File: src/rtl/tmr_pkg.sv
// Shared types and constants for the triple-modular-redundancy voter.
package tmr_pkg;

  localparam int NUM_REPLICAS = 3;

  typedef enum logic [1:0] {
    HEALTHY = 2'd0,
    SUSPECT = 2'd1,
    FAULTY  = 2'd2
  } replica_state_e;

endpackage

File: src/rtl/tmr_replica_monitor.sv
// Per-replica persistence tracker: escalates consecutive blamed samples to a
// sticky fault with a one-shot resync pulse, and keeps a saturating blame count.
module tmr_replica_monitor
  import tmr_pkg::*;
#(
  parameter int PERSIST = 4,
  parameter int CNT_W   = 8
) (
  input  logic             clk,
  input  logic             rst,
  input  logic             valid,
  input  logic             blamed,
  input  logic             clear,
  output logic             fault,
  output logic             resync,
  output logic [CNT_W-1:0] count
);

  localparam int RUN_W = $clog2(PERSIST + 1);
  localparam logic [RUN_W-1:0] PERSIST_V = RUN_W'(PERSIST);
  localparam logic [CNT_W-1:0] CNT_MAX   = {CNT_W{1'b1}};

  replica_state_e   state_r;
  logic [RUN_W-1:0] run_r;
  logic [CNT_W-1:0] count_r;
  logic             fault_r;
  logic             resync_r;

  // State, run length, blame counter and registered fault/resync outputs.
  always_ff @(posedge clk or posedge rst) begin
    if (rst) begin
      state_r  <= HEALTHY;
      run_r    <= {RUN_W{1'b0}};
      count_r  <= {CNT_W{1'b0}};
      fault_r  <= 1'b0;
      resync_r <= 1'b0;
    end else begin
      resync_r <= 1'b0;
      if (clear) begin
        state_r <= HEALTHY;
        run_r   <= {RUN_W{1'b0}};
        count_r <= {CNT_W{1'b0}};
        fault_r <= 1'b0;
      end else if (valid) begin
        if (blamed && (count_r != CNT_MAX)) begin
          count_r <= count_r + CNT_W'(1);
        end
        case (state_r)
          HEALTHY: begin
            if (blamed) begin
              run_r <= RUN_W'(1);
              if (PERSIST_V == RUN_W'(1)) begin
                state_r  <= FAULTY;
                fault_r  <= 1'b1;
                resync_r <= 1'b1;
              end else begin
                state_r <= SUSPECT;
              end
            end
          end
          SUSPECT: begin
            if (blamed) begin
              run_r <= run_r + RUN_W'(1);
              if ((run_r + RUN_W'(1)) == PERSIST_V) begin
                state_r  <= FAULTY;
                fault_r  <= 1'b1;
                resync_r <= 1'b1;
              end
            end else begin
              state_r <= HEALTHY;
              run_r   <= {RUN_W{1'b0}};
            end
          end
          // A faulty replica stays faulty until cleared or reset.
          FAULTY: begin
            state_r <= FAULTY;
          end
          default: begin
            state_r <= HEALTHY;
            run_r   <= {RUN_W{1'b0}};
            fault_r <= 1'b0;
          end
        endcase
      end
    end
  end

  assign fault  = fault_r;
  assign resync = resync_r;
  assign count  = count_r;

endmodule

File: src/rtl/tmr_voter_scrub.sv
// Bitwise-majority voter over three replicas with per-replica fault tracking;
// all outputs are registered with one cycle of latency.
module tmr_voter_scrub
  import tmr_pkg::*;
#(
  parameter int WIDTH    = 16,
  parameter int CHANNELS = 2,
  parameter int PERSIST  = 4,
  parameter int CNT_W    = 8
) (
  input  logic                        clk,
  input  logic                        rst,
  input  logic                        in_valid,
  input  logic [CHANNELS*WIDTH-1:0]   rep0_data,
  input  logic [CHANNELS*WIDTH-1:0]   rep1_data,
  input  logic [CHANNELS*WIDTH-1:0]   rep2_data,
  input  logic                        clear_faults,
  output logic                        out_valid,
  output logic [CHANNELS*WIDTH-1:0]   out_data,
  output logic                        mismatch,
  output logic                        uncorrectable,
  output logic [2:0]                  replica_fault,
  output logic [2:0]                  resync_req,
  output logic [3*CNT_W-1:0]          err_count
);

  logic [CHANNELS*WIDTH-1:0] voted_s;
  logic [2:0]                blame_s;
  logic                      mismatch_s;
  logic                      uncorr_s;

  logic                      out_valid_r;
  logic [CHANNELS*WIDTH-1:0] out_data_r;
  logic                      mismatch_r;
  logic                      uncorr_r;

  logic [2:0]                fault_s;
  logic [2:0]                resync_s;
  logic [CNT_W-1:0]          count_s [NUM_REPLICAS];

  // Per-channel majority vote plus blame, mismatch and uncorrectable reduction.
  always_comb begin
    logic [WIDTH-1:0] a, b, c, v;
    voted_s    = {(CHANNELS*WIDTH){1'b0}};
    blame_s    = 3'b000;
    mismatch_s = 1'b0;
    uncorr_s   = 1'b0;
    for (int ch = 0; ch < CHANNELS; ch++) begin
      a = rep0_data[ch*WIDTH +: WIDTH];
      b = rep1_data[ch*WIDTH +: WIDTH];
      c = rep2_data[ch*WIDTH +: WIDTH];
      v = (a & b) | (a & c) | (b & c);
      voted_s[ch*WIDTH +: WIDTH] = v;
      blame_s[0] = blame_s[0] | (a != v);
      blame_s[1] = blame_s[1] | (b != v);
      blame_s[2] = blame_s[2] | (c != v);
      mismatch_s = mismatch_s | (a != b) | (a != c) | (b != c);
      uncorr_s   = uncorr_s | ((a != b) & (a != c) & (b != c));
    end
  end

  // Output registers; voted data holds between valid samples.
  always_ff @(posedge clk or posedge rst) begin
    if (rst) begin
      out_valid_r <= 1'b0;
      out_data_r  <= {(CHANNELS*WIDTH){1'b0}};
      mismatch_r  <= 1'b0;
      uncorr_r    <= 1'b0;
    end else begin
      out_valid_r <= in_valid;
      mismatch_r  <= in_valid & mismatch_s;
      uncorr_r    <= in_valid & uncorr_s;
      if (in_valid) begin
        out_data_r <= voted_s;
      end
    end
  end

  for (genvar r = 0; r < NUM_REPLICAS; r++) begin : g_mon
    tmr_replica_monitor #(
      .PERSIST (PERSIST),
      .CNT_W   (CNT_W)
    ) u_mon (
      .clk    (clk),
      .rst    (rst),
      .valid  (in_valid),
      .blamed (blame_s[r]),
      .clear  (clear_faults),
      .fault  (fault_s[r]),
      .resync (resync_s[r]),
      .count  (count_s[r])
    );
    assign err_count[r*CNT_W +: CNT_W] = count_s[r];
  end

  assign out_valid     = out_valid_r;
  assign out_data      = out_data_r;
  assign mismatch      = mismatch_r;
  assign uncorrectable = uncorr_r;
  assign replica_fault = fault_s;
  assign resync_req    = resync_s;

endmodule
File: config.mk
export PLATFORM = sky130hd
export DESIGN_NAME = tmr_voter_scrub
export DESIGN_NICKNAME = d
export VERILOG_FILES = /design/src/rtl/tmr_pkg.sv /design/src/rtl/tmr_replica_monitor.sv /design/src/rtl/tmr_voter_scrub.sv
export SDC_FILE = /design/constraint.sdc
export NUM_CORES = 1
export LEC_CHECK = 0
export ABC_AREA = 0
export CAP_MARGIN = 10
export CORE_MARGIN = 2
export CORE_UTILIZATION = 40
export CTS_BUF_LIST = sky130_fd_sc_hd__clkbuf_4 sky130_fd_sc_hd__clkbuf_8
export DETAILED_ROUTE_END_ITERATION = 10
export PLACE_DENSITY = 0.69
export SLEW_MARGIN = 20
export SYNTH_ARGS = -nofsm -noshare
export SYNTH_HDL_FRONTEND = slang
export SYNTH_SLANG_ARGS = --single-unit
export TNS_END_PERCENT = 30
File: constraint.sdc
create_clock -name clk -period 6.3 [get_ports clk]
set_clock_uncertainty 0.15 [all_clocks]
set_input_delay 1.575 -clock clk [delete_from_list [all_inputs] [get_ports clk]]
set_output_delay 1.575 -clock clk [all_outputs]
set_load 0.01 [all_outputs]
Word level (Yosys, flattened, before mapping)
Index checks and enable logic that the tools add are counted.

Output and inout bits: 65. Input bits: 100. Register bits: 80.

Multiplexer cells: 72. Bitwise operators: 25. Reduce and logical (&&, ||, !) cells: 25. Equality and inequality tests: 42. $add $sub $neg: 6.

Operators with widths (count): != test 16 bit (12); bitwise AND 16 bit (6); 2-to-1 mux 8 bit (9); OR 16 bit (4); 2-to-1 mux 3 bit (12); 2-to-1 mux 2 bit (15); 2-to-1 mux 1 bit (27); != test 3 x 2 -> 1 bit (second input constant) (9); case mux 3 bit (3 select lines) (3); adder 8 x 1 -> 8 bit (second input constant) (3); != test 8 bit (second input constant) (3); case mux 2 bit (3 select lines) (3); AND reduction 3 bit (6); != test 4 bit (second input constant) (3); AND reduction 4 bit (3); adder 3 x 1 -> 3 bit (second input constant) (3); == test 3 bit (second input constant) (3); OR 1 bit (9); nonzero test 2 bit (4); bitwise AND 1 bit (6); == test 2 x 1 -> 1 bit (second input constant) (3); == test 2 bit (second input constant) (3); logical NOT 2 bit (3); != test 2 x 1 -> 1 bit (second input constant) (3); 5 further kinds (15).

Logic depth before layout (Yosys ltp)
Gate-level depths: netlist of run 1.

Depth in word-level cells: 9. Depth in mapped cells: 9.

Cells and area by module
Synthesis of run 1 repeated with hierarchy kept, for this count alone.

Cell total of the unflattened synthesis: 756. Area, all modules: 6967.9 um2.

Modules (own cells, without submodules): tmr_voter_scrub (times used 1, cells an instance 525, area each 4610.7 um2, seq. area each 875.8 um2); tmr_replica_monitor (times used 3, cells an instance 77, area each 785.8 um2, seq. area each 375.4 um2).

Worst setup path before layout of run 1
OpenSTA, ideal clock, no wires.

Kind: input -> register. Start: input rep0_data[26]. End: register g_mon[1].u_mon.count_r[7]. Setup time: 0.128 ns. Arrival: 3.291 ns. Setup slack: 2.731 ns. Stages on the path: 8. Data required time: 6.022 ns. Cells stage by stage: ha_1 > o31a_1 > o22ai_1 > nor4_2 > and4_4 > buf_6 > nor4_1 > mux2_1.

Cells in the longest elaborated chain, start to end: 8.

RTL lines: start, declared (RTL line tmr_voter_scrub.sv:14) `input logic [CHANNELS*WIDTH-1:0] rep0_data,`; bitwise AND 16 bit (RTL line tmr_voter_scrub.sv:52) `v = (a & b) | (a & c) | (b & c);`; OR 16 bit (*) (2 in a row) (RTL line tmr_voter_scrub.sv:52); != test 16 bit (*) (RTL line tmr_voter_scrub.sv:55) `blame_s[1] = blame_s[1] | (b != v);`; OR 1 bit (*) (RTL line tmr_voter_scrub.sv:55); logical AND 1 bit (*) (RTL line tmr_replica_monitor.sv:45) `if (blamed && (count_r != CNT_MAX)) begin`; nonzero test 2 bit (no source line) (*); AND reduction 2 bit (no source line) (*); end signal, assigned (RTL line tmr_replica_monitor.sv:34) `count_r <= {CNT_W{1'b0}};`; end signal, assigned (RTL line tmr_replica_monitor.sv:42) `count_r <= {CNT_W{1'b0}};`; end signal, assigned (RTL line tmr_replica_monitor.sv:46) `count_r <= count_r + CNT_W'(1);`; end, declared (RTL line tmr_replica_monitor.sv:25) `logic [CNT_W-1:0] count_r;`.

Every way passes the cells marked *; elsewhere a longest branch is shown, timed or not. A chain may end at the register's enable or synchronous reset.

Worst setup path after layout of run 1
Start: input rep1_data[24]. End: register g_mon[0].u_mon.count_r[1].

Cells in the longest elaborated chain, start to end: 8.

RTL lines: start, declared (RTL line tmr_voter_scrub.sv:15) `input logic [CHANNELS*WIDTH-1:0] rep1_data,`; bitwise AND 16 bit (RTL line tmr_voter_scrub.sv:52); OR 16 bit (RTL line tmr_voter_scrub.sv:52); OR 16 bit (*) (RTL line tmr_voter_scrub.sv:52); != test 16 bit (*) (RTL line tmr_voter_scrub.sv:54) `blame_s[0] = blame_s[0] | (a != v);`; OR 1 bit (*) (RTL line tmr_voter_scrub.sv:54); logical AND 1 bit (*) (RTL line tmr_replica_monitor.sv:45); nonzero test 2 bit (no source line) (*); AND reduction 2 bit (no source line) (*); end signal, assigned (RTL line tmr_replica_monitor.sv:34); end signal, assigned (RTL line tmr_replica_monitor.sv:42); end signal, assigned (RTL line tmr_replica_monitor.sv:46); end, declared (RTL line tmr_replica_monitor.sv:25).

Marks and branches as above.

==> flow_summary.yaml, run 1 <==
min_path:
  min_to: "g_mon[0].u_mon.fault"
  min-delay-path-class: "reg2reg"
  hold-path-cell-count: 2
  hold_start: "g_mon[0].u_mon.fault"
setup_path:
  path_class: "in2reg"
  crit_slowest_cell: "and4_1"
  r2r_cells: 6
  crit_chain: "clkdlybuf4s50_1 -> ha_1 -> nor4_1 -> o22ai_1 -> nor4_1 -> and4_1 -> o21ai_0 -> a21oi_1"
  rrSetupSlack_ns: 3.82
  r2r_start: "g_mon[1].u_mon.count[0]"
  timing.critical_path.mode_cell: "nor4_1"
  arrival_ns: 4.74
  cp_slowest_stage_delay_ns: 0.67
  r2r-end: "g_mon[1].u_mon.count[2]"
  required_ns: 6.46
  end_kind: "flip-flop"
  worstPathMaxFanout: 18
  cp-start-kind: "input port"
power:
  pwr-share-seq_pct: 39.1
  power.density_mw_per_mm2: 158
  p_leak_uw: 0.00345
  p_sw_uw: 514
  swShare_pct: 35.4
  power.internal_uw: 937
  power.share.clock_pct: 26.6
  combinationalPowerShare_pct: 34.4
  ir_worst_vdd_uv: 91.3
clock_network:
  htree_levels: 3
  cts_made_buffers: 9
  cts_hold_buffers: 0
  clk_path_buf_depth: 2
  clk_pin_slew_ns: 0.09
  clk-insertion-delay-late_ns: 0.39
  cts_setup_buffers: 0
  clock_sinks: 80
  cts_root_buf: "clkbuf_8"
  post_cts_resized: 0
  cts_tree: "built"
outcome:
  status: "completed"
synthesis:
  yosysSeqAreaShare_pct: 27.8
  synth.net_count: 1017
  synth_cell_types: 45
  synthArstFlopShare_pct: 100
  syn_inst: 812
  synth_flop_cell: "dfrtp_1"
  ys.warnings.count: 0
  synth-seq-cells: 80
  synth_edf_count: 0
  synth_area_mm2: 0.00720
  synth_area_per_cell_um2: 8.87
grt:
  grt_busiest_layer: "met2"
  antenna_found_initial: 2
  grt_pass1_wl_mm: 37.6
  grt_start_max_net_pins: 51
  met3_usage_pct: 6.41
  grt_pass1_vias: 6838
  met2_usage_pct: 37.2
  use_met1_pct: 35.3
  overflow: 0
  grt_use_total_pct: 24.8
sta:
  fmax_ghz: 0.218
  hold_violations: 0
  timing.hold.ws_ns: 0.368
  period_share_pct: 72.8
  timing.final.max_slew_violations: 0
  period_minus_slack_ns: 4.59
  tightestPinTransition_ns: 1.07
  finalSetupViolations: 0
  rsz0062_at_grt: "false"
  relSlewSlack_pct: 28.1
  setup_tns_ns: 0
layout:
  nets: 1163
  drive_above_1_share_pct: 3.01
  fill_cells: 1691
  area_growth_pct: 27.2
  antenna_cells: 0
routing:
  wirelength_mm: 24.2
  drt_first_pass_iters: 6
  viasPerCell: 6.36
  drtAntennaViolNets: 0
  wl_per_cell_um: 20.3
  routed-via-count: 7578
  drc_errors: 0
  drtIter0Drc: 728
die:
  dieArea_mm2: 0.0191
  core_mm2: 0.0178
  die_w_um: 138
  start_util_pct: 40.4
  die-height_um: 138
  num_rows: 49
  io-pin-count: 165
flow_run:
  cap_viol_max_count: 0
placed_design:
  port_buffers: 164
  dp_hpwl_mm: 18.9
  place_congestion: 0.974
routing by layer:
layer / vias to the layer above / share of wire, % / wire length, µm
met5: - / 0 / 0
met4: 0 / 2.3 / 566
met3: 39 / 8.9 / 2160
met2: 290 / 44 / 10700
met1: 3543 / 45 / 10800
li1: 3706 / - / -
metrics by stage:
step           setup slack (ns)  power (µW)  util, %  cells  area [µm²]
2_1_floorplan              2.52         828        -    812        7200
3_3_place_gp               1.59        1060     50.3   1176        8980
3_5_place_dp               1.45        1060     50.3   1176        8980
4_1_cts                    1.86        1450     51.4   1192        9170
5_1_grt                    1.43        1530     51.4   1192        9170
6_report                   1.71        1450     51.4   1192        9170
sequential cells by signal, indices dropped and copies added (netlist names):
name	cells
mismatch	1
g_mon.u_mon.count	24
g_mon.u_mon.resync	3
out_valid	1
g_mon.u_mon.run_r	9
g_mon.u_mon.fault	3
out_data	32
uncorrectable	1
g_mon.u_mon.state_r	6
synth_stat cells, types with 3 or more instances:
master	count	area (µm²)
o31a_1	96	841
o21ai_0	9	45.0
nor2_1	47	176
a31oi_1	4	25.0
clkbuf_1	15	56.3
nand3_1	34	170
nand2_1	25	93.8
nor4_1	135	845
o22ai_1	49	307
buf_6	3	33.8
nand2b_1	3	18.8
ha_1	105	1310
and3_1	5	31.3
inv_1	8	30.0
mux2_2	5	56.3
o31ai_1	13	97.6
buf_1	5	18.8
a21oi_1	61	305
nor3_1	36	180
nor2b_1	8	50.1
nand4_1	10	62.6
and2_1	3	18.8
or3_1	3	18.8
buf_4	8	60.1
dfrtp_1	80	2000
a211oi_1	4	30.0
or4_1	15	113
kinds of logic (layout without fill, tap and decap cells):
kind of cell             count (synthesis)  in the layout  share of synthesized area, %
buffers and inverters                   40            191                          2.83
XOR/XNOR                                 1              1                         0.122
flip-flops                              80             80                          27.8
multiplexers                             6              6                         0.938
adder cells (fa/ha/maj)                105            105                          18.2
AND/OR/NAND/NOR                        330            330                          25.5
AO/OA/AOI/OAI                          250            250                          24.6
worst max path at each step:
stage | from | endpoint | slack (ns)
detailed placement | rep2_data[24] | g_mon[0].u_mon.count[1] | 1.45
finish | rep1_data[24] | g_mon[0].u_mon.count[1] | 1.71
floorplan | rst | g_mon[0].u_mon.count[0] | 2.52
global placement | rep2_data[24] | g_mon[0].u_mon.state_r[1] | 1.59
global route | rep2_data[24] | g_mon[0].u_mon.count[1] | 1.43
CTS | rep1_data[24] | g_mon[0].u_mon.count[1] | 1.86
critical path: cells and delay by family:
family,cells,cell delay [ns]
AO/OA/AOI/OAI,3,0.52
AND/OR/NAND/NOR,3,1.81
buffers and inverters,1,0.49
adder cells (fa/ha/maj),1,0.32
area by class of cell:
cell class                      count  area [µm²]  area share (%)
Inverter                            8        31.3           0.341
Tap cell                          229         287            3.13
Sequential cell                    80        2000            21.8
Multi-Input combinational cell    692        5000            54.5
Timing Repair Buffer              167        1660            18.1
Clock buffer                       10         138            1.50
Clock inverter                      6        50.0           0.546
cell usage in the layout (no fill, tap or decap), types with 4 or more instances in the layout:
cell,Yosys,final
nor3_1,36,36
mux2_2,5,5
nand3_1,34,34
a211oi_1,4,4
nand4_1,10,10
o31a_1,96,96
clkdlybuf4s50_1,0,163
nor2_1,47,47
ha_1,105,105
nor4_1,135,135
o21ai_0,9,9
and3_1,5,5
o22ai_1,49,49
or4_1,15,15
o31ai_1,13,13
a21oi_1,61,61
nor2b_1,8,8
inv_1,8,7
nand2_1,25,25
clkbuf_8,0,10
a31oi_1,4,4
dfrtp_1,80,80
power by group through the flow:
stage,Combinational [µW],Clock [µW],Sequential [µW]
after floorplan,244,0,584
after global placement,484,0,577
after detailed placement,488,0,576
after CTS,492,393,567
after global routing,542,415,571
final,498,386,567
(Power assumes the default switching activity.)
==> run 2, diff against run 1 <==
--- a/config.mk
+++ b/config.mk
@@ -11,7 +11,7 @@
 export CORE_UTILIZATION = 40
 export CTS_BUF_LIST = sky130_fd_sc_hd__clkbuf_4 sky130_fd_sc_hd__clkbuf_8
 export DETAILED_ROUTE_END_ITERATION = 10
-export PLACE_DENSITY = 0.69
+export PLACE_DENSITY = 0.72
 export SLEW_MARGIN = 20
 export SYNTH_ARGS = -nofsm -noshare
 export SYNTH_HDL_FRONTEND = slang
==> constraint.sdc (replaced) <==
create_clock -name clk -period 3.99 [get_ports clk]
set_clock_uncertainty 0.15 [all_clocks]
set_input_delay 0.9975 -clock clk [delete_from_list [all_inputs] [get_ports clk]]
set_output_delay 0.9975 -clock clk [all_outputs]
set_load 0.01 [all_outputs]
==> run 2 against run 1 <==
  * Setup slack lost 1.5 ns
  * Via count increased by 2.2%
  * Register-to-register slack worse by 2.2 ns
  * Combinational power is 61% higher
  * Final cell count increased by 2.4%
  * Final area increased by 3.1%
  * Power rose by 63%
  * Wire length grew 1.2%
  * Hold slack got worse by 0.0095 ns
  * Sequential share of layout area fell by 0.65 points
  * Count of clock-buffer cells in the layout unchanged
==> flow_summary.yaml, run 2 (synthesis results as in run 1) <==
die:
  core_mm2: 0.0178
  dieArea_mm2: 0.0191
  num_rows: 49
  start_util_pct: 40.4
  io-pin-count: 165
  die-height_um: 138
  die_w_um: 138
grt:
  grt_pass1_wl_mm: 38.2
  overflow: 0
  grt_start_max_net_pins: 81
  grt_pass1_vias: 7034
  grt_use_total_pct: 25.1
  antenna_found_initial: 1
layout:
  fin_cells: 1221
  final_common_cell: "clkdlybuf4s50_1"
  final_area_mm2: 0.00945
  drive_above_1_share_pct: 5.85
  fill_cells: 1680
  area_growth_pct: 31.1
  largest_reg_flops: 32
  final_cell_mix: "clkdlybuf4s50_1, nor4_1, ha_1"
  nets: 1192
  antenna_cells: 0
placed_design:
  port_buffers: 164
  dp_hpwl_mm: 19.0
  dpl-instance-area_mm2: 0.00923
  placed_cells: 1205
  dp_slack_ns: -0.0867
  place_congestion: 0.984
routing:
  routed-via-count: 7746
  viasPerCell: 6.34
  drt_first_pass_iters: 5
  drtIter0Drc: 751
  wirelength_mm: 24.5
  drc_errors: 0
  wl_per_cell_um: 20.1
  drtAntennaViolNets: 0
clock_network:
  post_cts_resized: 0
  htree_levels: 3
  cts_root_buf: "clkbuf_8"
  cts_hold_buffers: 0
  clk_path_buf_depth: 2
  clk_pin_slew_ns: 0.09
  clk-insertion-delay-late_ns: 0.39
  cts_setup_buffers: 0
  clock_sinks: 80
  cts_tree: "built"
  cts_made_buffers: 9
setup_path:
  arrival_ns: 3.88
  rrSetupSlack_ns: 1.62
  required_ns: 4.11
  cp-start-kind: "input port"
  worstPathMaxFanout: 18
  end_kind: "flip-flop"
  path_class: "in2reg"
sta:
  rsz0062_at_grt: "false"
  hold_violations: 0
  timing.hold.ws_ns: 0.358
  fmax_ghz: 0.266
  period_share_pct: 94.2
  finalSetupViolations: 0
  tightestPinTransition_ns: 0.969
  relSlewSlack_pct: 34.7
  period_minus_slack_ns: 3.76
  timing.final.max_slew_violations: 0
  setup_slack_ns: 0.233
min_path:
  min-delay-path-class: "reg2reg"
power:
  p_leak_uw: 0.00362
  ir_worst_vdd_uv: 143
  power_uw: 2370
  power.density_mw_per_mm2: 250
outcome:
  status: "completed"
flow_run:
  cap_viol_max_count: 0
run 2: cell count changes in the layout (fill, tap and decap cells not counted):
| cell | previous run | this run |
|---|---|---|
| buf_12 | 0 | 3 |
| clkinv_4 | 1 | 3 |
| buf_4 | 3 | 29 |
| bufinv_16 | 0 | 1 |
| inv_6 | 2 | 1 |
| clkinv_2 | 2 | 1 |
| clkinvlp_4 | 1 | 0 |
run 2: layout make-up:
type	count	area [µm²]	area share, %
Tap cell	229	287	3.03
Clock inverter	6	76.3	0.808
Clock buffer	10	138	1.46
Multi-Input combinational cell	692	5000	52.9
Inverter	8	31.3	0.331
Timing Repair Buffer	196	1910	20.3
Sequential cell	80	2000	21.2
run 2: worst paths after layout:
check                                             start                   endpoint  cells past startpoint
worst min register to register     g_mon[1].u_mon.fault       g_mon[1].u_mon.fault                      1
worst min-delay path               g_mon[1].u_mon.fault       g_mon[1].u_mon.fault                      1
min in group asynchronous                           rst    g_mon[2].u_mon.count[4]                      3
worst max register to register  g_mon[1].u_mon.count[0]    g_mon[1].u_mon.count[2]                      6
worst max-delay path                      rep2_data[10]  g_mon[0].u_mon.state_r[0]                     10
max in group asynchronous                           rst               out_data[25]                      3
run 2: power by group:
group	internal [µW]	switching, µW	total (µW)
combinational	382	418	801
sequential	857	36.5	894
clock	316	355	671
total	1560	810	2370
run 2: worst max-delay path: stages:
cell	delay, ns
clkdlybuf4s50_1	0.53
ha_1	0.27
nor4_1	0.55
buf_4	0.20
o22ai_1	0.07
nor4_1	0.53
and4_1	0.32
buf_12	0.15
a211oi_1	0.06
a22o_1	0.20
run 2: routing by layer:
metal	track usage (%)	wire length, µm	vias up
li1	-	-	3742
met1	35.9	11300	3635
met2	38.2	10800	335
met3	5.68	1940	32
met4	6.93	497	2
met5	0	13	-
run 2: stage by stage:
| stage | utilization (%) | setup TNS (ns) |
|---|---|---|
| final | 52.9 | 0 |
| after global routing | 52.9 | 0 |
| after CTS | 52.9 | 0 |
| after detailed placement | 51.7 | -0.502 |
| after global placement | 51.7 | -0.0478 |
| after floorplan | - | 0 |
